$ cat src/rtl/br_resolve_unit_pkg.sv
// Shared bus layouts, counter encodings and FSM state codes for the EXE branch resolver.
package br_resolve_unit_pkg;

  localparam int BPU_TO_DS_BUS_WD = 36;
  localparam int BRESULT_BUS_WD   = 69;

  // 2-bit predictor counter encodings
  localparam logic [1:0] W_TAKEN  = 2'b00;
  localparam logic [1:0] S_TAKEN  = 2'b01;
  localparam logic [1:0] WN_TAKEN = 2'b10;
  localparam logic [1:0] SN_TAKEN = 2'b11;

  // Field offsets, kept for consumers that still slice the flat buses
  localparam int PRED_TAKEN_BIT = 35;
  localparam int PRED_COUNT_LSB = 33;
  localparam int PRED_VALID_BIT = 32;
  localparam int BRES_PC_LSB    = 37;
  localparam int BRES_CNT_LSB   = 35;
  localparam int BRES_ISBR_BIT  = 34;
  localparam int BRES_STALL_BIT = 33;
  localparam int BRES_TAKEN_BIT = 32;

  typedef struct packed {
    logic        taken;
    logic [1:0]  count;
    logic        valid;
    logic [31:0] ret_addr;
  } pred_bus_t;

  typedef struct packed {
    logic [31:0] pc;
    logic [1:0]  old_count;
    logic        is_branch;
    logic        br_stall;
    logic        taken;
    logic [31:0] target;
  } bresult_t;

  localparam logic [1:0] ST_IDLE      = 2'd0;
  localparam logic [1:0] ST_WAIT_SLOT = 2'd1;
  localparam logic [1:0] ST_REDIRECT  = 2'd2;

  // Sequential fall-through past the delay slot
  function automatic logic [31:0] seq_pc(input logic [31:0] pc);
    return pc + 32'd8;
  endfunction

endpackage

$ cat src/rtl/br_mispredict_cmp.sv
// Combinational compare of the carried prediction against the real outcome; no state, no backpressure.
module br_mispredict_cmp
  import br_resolve_unit_pkg::*;
#(
  parameter logic [1:0] NEW_CNT = WN_TAKEN
) (
  input  logic [31:0] ex_pc,
  input  logic        ex_br_taken,
  input  logic [31:0] ex_br_target,
  input  pred_bus_t   pred,
  output logic [31:0] act_next,
  output logic        mispredict,
  output logic [1:0]  old_cnt
);

  logic [31:0] pred_next;

  always_comb begin
    pred_next  = (pred.valid && pred.taken) ? pred.ret_addr : seq_pc(ex_pc);
    act_next   = ex_br_taken ? ex_br_target : seq_pc(ex_pc);
    // Also fires for non-branches: a stale taken hit must be undone
    mispredict = (pred_next != act_next);
    old_cnt    = pred.valid ? pred.count : NEW_CNT;
  end

endmodule

$ cat src/rtl/br_resolve_unit.sv
// EXE-stage branch resolver: 1-cycle BResult update pulse, delay-slot aware redirect FSM, saturating stats.
// Redirect is held until fetch accepts it (fs_allowin); ex_flush overrides everything.
module br_resolve_unit
  import br_resolve_unit_pkg::*;
#(
  parameter int         CNT_WIDTH = 32,
  parameter logic [1:0] NEW_CNT   = WN_TAKEN
) (
  input  logic                        clk,
  input  logic                        reset,
  input  logic                        ex_go,
  input  logic [31:0]                 ex_pc,
  input  logic                        ex_is_branch,
  input  logic                        ex_br_taken,
  input  logic [31:0]                 ex_br_target,
  input  logic [BPU_TO_DS_BUS_WD-1:0] ex_pred_bus,
  input  logic                        ds_valid,
  input  logic                        fs_allowin,
  input  logic                        ex_flush,
  output logic [BRESULT_BUS_WD-1:0]   BResult,
  output logic                        redirect_valid,
  output logic [31:0]                 redirect_pc,
  output logic                        bru_busy,
  output logic [CNT_WIDTH-1:0]        br_cnt,
  output logic [CNT_WIDTH-1:0]        mis_cnt
);

  pred_bus_t   pred;
  logic [31:0] act_next;
  logic        mispredict;
  logic [1:0]  old_cnt;

  assign pred = pred_bus_t'(ex_pred_bus);

  br_mispredict_cmp #(
    .NEW_CNT (NEW_CNT)
  ) u_cmp (
    .ex_pc        (ex_pc),
    .ex_br_taken  (ex_br_taken),
    .ex_br_target (ex_br_target),
    .pred         (pred),
    .act_next     (act_next),
    .mispredict   (mispredict),
    .old_cnt      (old_cnt)
  );

  logic [1:0]           state_q,   state_d;
  logic [31:0]          fix_pc_q,  fix_pc_d;
  bresult_t             bresult_q, bresult_d;
  logic [CNT_WIDTH-1:0] br_cnt_q,  br_cnt_d;
  logic [CNT_WIDTH-1:0] mis_cnt_q, mis_cnt_d;
  logic                 resolve;

  // Anything retiring while a redirect is pending is wrong-path
  assign resolve = ex_go && (state_q == ST_IDLE) && !ex_flush;

  always_comb begin
    bresult_d = '0;
    if (resolve && ex_is_branch) begin
      bresult_d.pc        = ex_pc;
      bresult_d.old_count = old_cnt;
      bresult_d.is_branch = 1'b1;
      bresult_d.br_stall  = 1'b0;
      bresult_d.taken     = ex_br_taken;
      bresult_d.target    = ex_br_target;
    end
  end

  always_comb begin
    state_d  = state_q;
    fix_pc_d = fix_pc_q;
    case (state_q)
      ST_IDLE: begin
        if (resolve && mispredict) begin
          fix_pc_d = act_next;
          state_d  = ds_valid ? ST_REDIRECT : ST_WAIT_SLOT;
        end
      end
      ST_WAIT_SLOT: begin
        if (ds_valid) state_d = ST_REDIRECT;
      end
      ST_REDIRECT: begin
        if (fs_allowin) state_d = ST_IDLE;
      end
      default: state_d = ST_IDLE;
    endcase
    if (ex_flush) state_d = ST_IDLE;
  end

  always_comb begin
    br_cnt_d  = br_cnt_q;
    mis_cnt_d = mis_cnt_q;
    if (resolve && ex_is_branch && (br_cnt_q != '1))
      br_cnt_d = br_cnt_q + CNT_WIDTH'(1);
    if (resolve && mispredict && (mis_cnt_q != '1))
      mis_cnt_d = mis_cnt_q + CNT_WIDTH'(1);
  end

  always_ff @(posedge clk) begin
    if (reset) begin
      state_q   <= ST_IDLE;
      fix_pc_q  <= '0;
      bresult_q <= '0;
      br_cnt_q  <= '0;
      mis_cnt_q <= '0;
    end else begin
      state_q   <= state_d;
      fix_pc_q  <= fix_pc_d;
      bresult_q <= bresult_d;
      br_cnt_q  <= br_cnt_d;
      mis_cnt_q <= mis_cnt_d;
    end
  end

  assign BResult        = bresult_q;
  assign redirect_valid = (state_q == ST_REDIRECT);
  assign redirect_pc    = fix_pc_q;
  assign bru_busy       = (state_q != ST_IDLE);
  assign br_cnt         = br_cnt_q;
  assign mis_cnt        = mis_cnt_q;

endmodule

$ cat config.mk
export PLATFORM = sky130hd
export DESIGN_NAME = br_resolve_unit
export DESIGN_NICKNAME = d
export VERILOG_FILES = /design/src/rtl/br_resolve_unit_pkg.sv /design/src/rtl/br_mispredict_cmp.sv /design/src/rtl/br_resolve_unit.sv
export SDC_FILE = /design/constraint.sdc
export NUM_CORES = 1
export LEC_CHECK = 0
export BUFFER_PORTS_ARGS = -buffer_cell sky130_fd_sc_hd__buf_2
export CORE_MARGIN = 4
export CORE_UTILIZATION = 53
export CTS_CLUSTER_SIZE = 10
export DETAILED_ROUTE_END_ITERATION = 7
export PLACE_DENSITY = 0.81
export SYNTH_ARGS = -nofsm -noshare
export SYNTH_HDL_FRONTEND = slang
export SYNTH_SLANG_ARGS = --single-unit
$ cat constraint.sdc
create_clock -name clk -period 4.6 [get_ports clk]
set_input_delay 0.92 -clock clk [delete_from_list [all_inputs] [get_ports clk]]
set_output_delay 0.92 -clock clk [all_outputs]
set_load 0.03 [all_outputs]
Yosys cells after proc, flatten, opt, wreduce, memory -nomap -nowiden. Cells that the tools add are included. Widths: inputs -> output; s select.

Reductions and logical operators: 15. Eq/ne operators: 8. Mux-type cells: 9. Bitwise operators: 2. $add $sub $neg: 3.

Operator list (count): $add 32x1->32 const B (2); $mux 32 (2); $ne 32x32->1 const B (2); $mux 35 (1); $add 32x4->32 const B (1); $ne 32x32->1 (1); $mux 2 (5); $logic_and 1x1->1 (7); $pmux 2 s3 (1); $ne 2x2->1 const B (2); $reduce_or 2->1 (2); $reduce_and 3->1 (1); $reduce_or 3->1 (1); $eq 2x1->1 const B (1); $eq 2x2->1 const B (1); $logic_not 2->1 (1); $ne 2x1->1 const B (1); $not 1->1 (2); $reduce_and 2->1 (1); $reduce_bool 2->1 (1); $logic_not 1->1 (1).

Bits of input ports: 108. Register bits: 167.

Longest topological paths before layout.
Depth in word-level cells: 6. Gate-level depth with buffers: 15.

Hierarchy. A second synthesis with hierarchy kept.

Cells, all modules: 1040. Area, all modules: 8759.7 µm².

Modules (own cells, without submodules): br_resolve_unit (cells each 691, times used 1, area an instance 6288.5 µm²); br_mispredict_cmp (cells each 349, times used 1, area an instance 2471.1 µm²).

Worst setup path before layout. OpenSTA, ideal clock, no wires.

Path kind: input to register. Start: input ex_pc[6]. End: register fix_pc_q[17], in the netlist redirect_pc[17]. Stages: 13. Library setup time: 0.132 ns. Path slack: 0.793 ns. Data arrival time: 3.674 ns. Cells stage by stage: buf_2 nand3_2 or4_1 buf_2 o21a_1 or4_1 a41oi_1 o211ai_1 or2_1 buf_2 buf_2 o211ai_1 a31oi_1.

Word-level cells in the longest chain between the ends: 5.

RTL lines: start: declaration (line br_resolve_unit.sv:12) `input logic [31:0] ex_pc,`; $add 32x4->32 * (line br_resolve_unit_pkg.sv:45) `return pc + 32'd8;`; $mux 32 (on tied branches) (line br_mispredict_cmp.sv:19, br_mispredict_cmp.sv:20); $ne 32x32->1 (line br_mispredict_cmp.sv:22) `mispredict = (pred_next != act_next);`; $logic_and 1x1->1 (line br_resolve_unit.sv:74) `if (resolve && mispredict) begin`; $reduce_and 2->1 (no source line); end signal: assignment (line br_resolve_unit.sv:108) `fix_pc_q <= fix_pc_d;`; end: declaration (line br_resolve_unit.sv:48) `logic [31:0] fix_pc_q, fix_pc_d;`.

Every way passes the cells marked *; elsewhere a longest branch is shown, timed or not. A chain may end at the register's enable or synchronous reset.

Worst setup path after layout.
Start: input ex_pc[3]. End: register fix_pc_q[12], in the netlist redirect_pc[12].

The elaborated chain is that of the path after synthesis.

==> key figures <==
Pwr
  – Sw power: around 1.1 mW
  – Power density of the placed cells: 299 mW/mm^2
  – Sw Share: around 30%
  – Worst vdd rail ir drop: around 0.24 mV
  – Power share of the clock group: 42.3%
  – Pint: between 2 and 3 mW
  – P_leak: between 5 and 6 nW
  – Sequential share of power: 40.8%
  – Combinational group share of total power: around 17%

Synth
  – Area share of and/or/nand/nor cells after synthesis: between 20% and 30%
  – Average footprint of a synthesized cell: about 8.3 sq um
  – Syn Nets: 1300
  – Top area cells in the synthesized netlist: dfxtp_1 (34%), xnor2_1 (6.1%), nor2_1 (4.1%)
  – Yosys warning count: 0
  – Share of synthesized cell area in full adder, half adder and majority cells: less than 1%
  – Top-area cell type share of the netlist area: approximately a third
  – Dominant cell by count in the synthesized netlist: dfxtp_1
  – Number of distinct library cells after synthesis: 84
  – Share of the synthesized netlist area taken by xor and xnor gates: around 12%
  – Number of register bits inferred by synthesis: 166
  – Cell type with the largest total area after synthesis: dfxtp_1
  – Fraction of registers with async set/reset: 0%
  – Most common library cells after synthesis: dfxtp_1 (166), nor2_1 (108), nand2_1 (89)
  – Number of instances in the synthesized netlist: 1189
  – Fraction of synthesized area in multiplexers: 5.09%
  – Count of flip-flops with a built-in enable after synthesis: 0
  – Main combinational cell family by area after synthesis: simple AND/OR/NAND/NOR gates
  – Share of synthesized area occupied by flip-flops and latches: around a third
  – Post-Syn Area: about 0.01 sq mm
  – Synthesized-area fraction occupied by ao, oa, aoi and oai cells: approximately 16%
  – Most used DFF post-synth: dfxtp_1

Clocking
  – CTS buffer count: 17
  – Clock Sinks: between 150 and 200
  – Buffer count from post-CTS setup fixing: 0
  – Depth of the CTS H-tree: 4
  – Number of instances resized during post-cts repair: 0
  – Clk pin slew, worst setup/hold paths: roughly 0.070 ns
  – Longest Clk Path Bufs: 2
  – Cell at the root of the clock tree: clkbuf_16
  – Worst-skew pair later-pin latency: 0.43 ns
  – Count of hold buffers inserted by post-cts repair: 0
  – Clock tree from TritonCTS: yes

Critical path
  – Startpoint of the most critical setup path: ex_pc[3]
  – Largest fanout on the critical path: 60
  – Reg2reg start: mis_cnt[6]$_SDFFE_PP0P_
  – Capturing element type of the critical path: flop
  – Top cell family by delay on the critical path: simple AND/OR/NAND/NOR gates
  – Type of element launching the critical path: input pin
  – Data required time of the worst path: a little under 5 ns
  – Cell Chain, Critical Path: buf_2 > ha_1 > nand3_2 > or4_1 > buf_4 > nor3_2 > xnor3_1 > o211a_1 > a21oi_1 > nor2_4 > buf_12 > a21oi_2 > mux2_2
  – Worst Path Class, Setup: input pin to flop
  – Largest stage delay on the critical path: between 0.6 and 0.7 ns
  – Worst path buffer plus inverter count: 3
  – Arrival time worst endpoint: roughly 4.4 ns
  – Standard cell with the maximum stage delay on the critical path: or4_1

Place
  – Input/output buffers: between 200 and 300
  – DP Area: roughly 0.012 sq mm
  – Estimated wirelength of the detail-placed design: 24.9 mm
  – Routability cong.: between 1 and 1.5
  – DP Worst Slack: 0.182 ns
  – Cell Count Post-Placement: about 1600

Final layout
  – Proportion of layout cells with a drive suffix above 1: a little over a quarter
  – Total area of sequential cells: around 0.0033 sq mm
  – Count of placed standard cells in the final layout, fillers left out: between 1500 and 2000
  – Final net count: approximately 1500
  – Area growth, synth to finish: 22.7%
  – Finished layout cell area: 0.0122 sq mm
  – Number of fill cells: between 1500 and 2000
  – Core Util, Final: between 60 and 70%
  – Multi-input gate area: 0.00616 sq mm

Outcome
  – Outcome: finished clean

STA
  – Least-Margin Pin Slew: 0.998 ns
  – Tmin final: a little over 4 ns
  – Setup repair after global routing missed its margin: no
  – Number of slew-limit violations in the final report: 0
  – Accumulated negative setup slack: 0 ns
  – Worst setup margin: 0.510 ns
  – Maximum achievable frequency: 0.244 GHz
  – Final worst path period share: 88.9%
  – Number of setup violations in the final report: 0
  – Final Hold Violating Endpoints: 0
  – Setup skew after layout: between 0.009 and 0.01 ns
  – Slew headroom: 33.5%

Die
  – Boundary Pins: 275
  – Die width: ~140 microns
  – Number of cell rows: about 50
  – Placeable core area: between 0.015 and 0.02 sq mm
  – Die height: around 140 microns
  – Starting density of the core: a little over half
  – Area enclosed by the die boundary: 0.0210 sq mm

Drt
  – WL final: around 33 mm
  – Number of vias after detailed routing: ~10000
  – Number of nets with antenna violations after detailed routing: 0
  – Remaining routing DRC violations: 0
  – Vias per Instance: 6.05
  – First drt pass iteration count: 6
  – 1st-iter DRT viols: 1113
  – DR WL/cell: slightly below 20 microns

GRT
  – First-pass GRT wire length: just over 50 mm
  – Via count of the first global-routing pass: about 9500
  – Total routing resource utilization after global routing: 31.0%
  – Initial antenna violation count: 1
  – Pin count of the biggest net entering global routing: 84
  – Grt ovf: 0

Worst hold path
  – Hold Crit Class: flop to flop
  – Start point of the worst min-delay path: redirect_pc[1]$_SDFFE_PP0P_

Job
  – Number of max-capacitance violations reported: 0
-- final timing paths --
path	endpoint	slack (ns)	cells after the start
min reg2reg	redirect_pc[1]$_SDFFE_PP0P_	0.46	2
min	redirect_pc[1]$_SDFFE_PP0P_	0.46	2
max	redirect_pc[12]$_SDFFE_PP0P_	0.51	13
max reg2reg	mis_cnt[6]$_SDFFE_PP0P_	1.39	9
-- logic make-up after synthesis --
| logic type | Yosys count |
|---|---|
| other | 1 |
| buffers and inverters | 103 |
| xor gates and xnor gates | 116 |
| DFF | 166 |
| adders and majority gates | 3 |
| and+or+nand+nor | 528 |
| muxes | 46 |
| AOI/OAI and AO/OA | 226 |
-- per-stage QoR --
| step | total power [mW] | hold WS, ns |
|---|---|---|
| 2_1_floorplan | 1.88 | 0.498 |
| 3_3_place_gp | 2.11 | 0.447 |
| 3_5_place_dp | 2.11 | 0.450 |
| 4_1_cts | 3.64 | 0.461 |
| 5_1_grt | 3.75 | 0.462 |
| 6_report | 3.63 | 0.459 |
-- final cells by class --
type | instances | area share (%)
well taps | 229 | 2.36
clock buffers | 17 | 3.50
clock inverters | 15 | 1.67
multi-input cells | 920 | 50.7
diodes | 2 | 0.0412
flip-flops and latches | 166 | 27.3
inverters | 19 | 0.587
repair buffers | 308 | 13.8
-- registers in the layout, indices dropped and copies added (netlist names) --
signal       count
redirect_pc     32
br_cnt          32
state_q          2
mis_cnt         32
BResult         68
-- power groups by stage --
stage                     Clock (mW)  Combinational (mW)  Sequential (mW)
after floorplan                    0               0.310             1.57
final                           1.54               0.614             1.48
after detailed placement           0               0.599             1.51
after global routing            1.61               0.655             1.48
after global placement             0               0.596             1.51
after CTS                       1.55               0.604             1.48
-- tightest hold or removal path: stages (launching register included) --
cell and delay [ns]:
dfxtp_1 0.31, inv_1 0.05, a211oi_1 0.05
-- cell usage in the layout, fill, tap and decap left out, types with 37 or more instances in the layout --
master   Yosys  final
buf_2       15    272
dfxtp_1    166    166
nor2_1     108    107
nand2_1     89     89
xnor2_1     69     69
nand3_1     67     67
and2_1      64     64
a21oi_1     56     56
nor2b_1     39     39
nand4_1     37     37
-- routing by layer --
| metal | wire [microns] | global-route usage, % | up-vias |
|---|---|---|---|
| met5 | 0 | 0 | - |
| met4 | 1050 | 11.5 | 0 |
| met3 | 3130 | 7.33 | 66 |
| met2 | 15100 | 48.8 | 482 |
| met1 | 14000 | 41.6 | 4838 |
| li1 | - | - | 4752 |
Note: power is estimated with default switching activity, not from simulation.
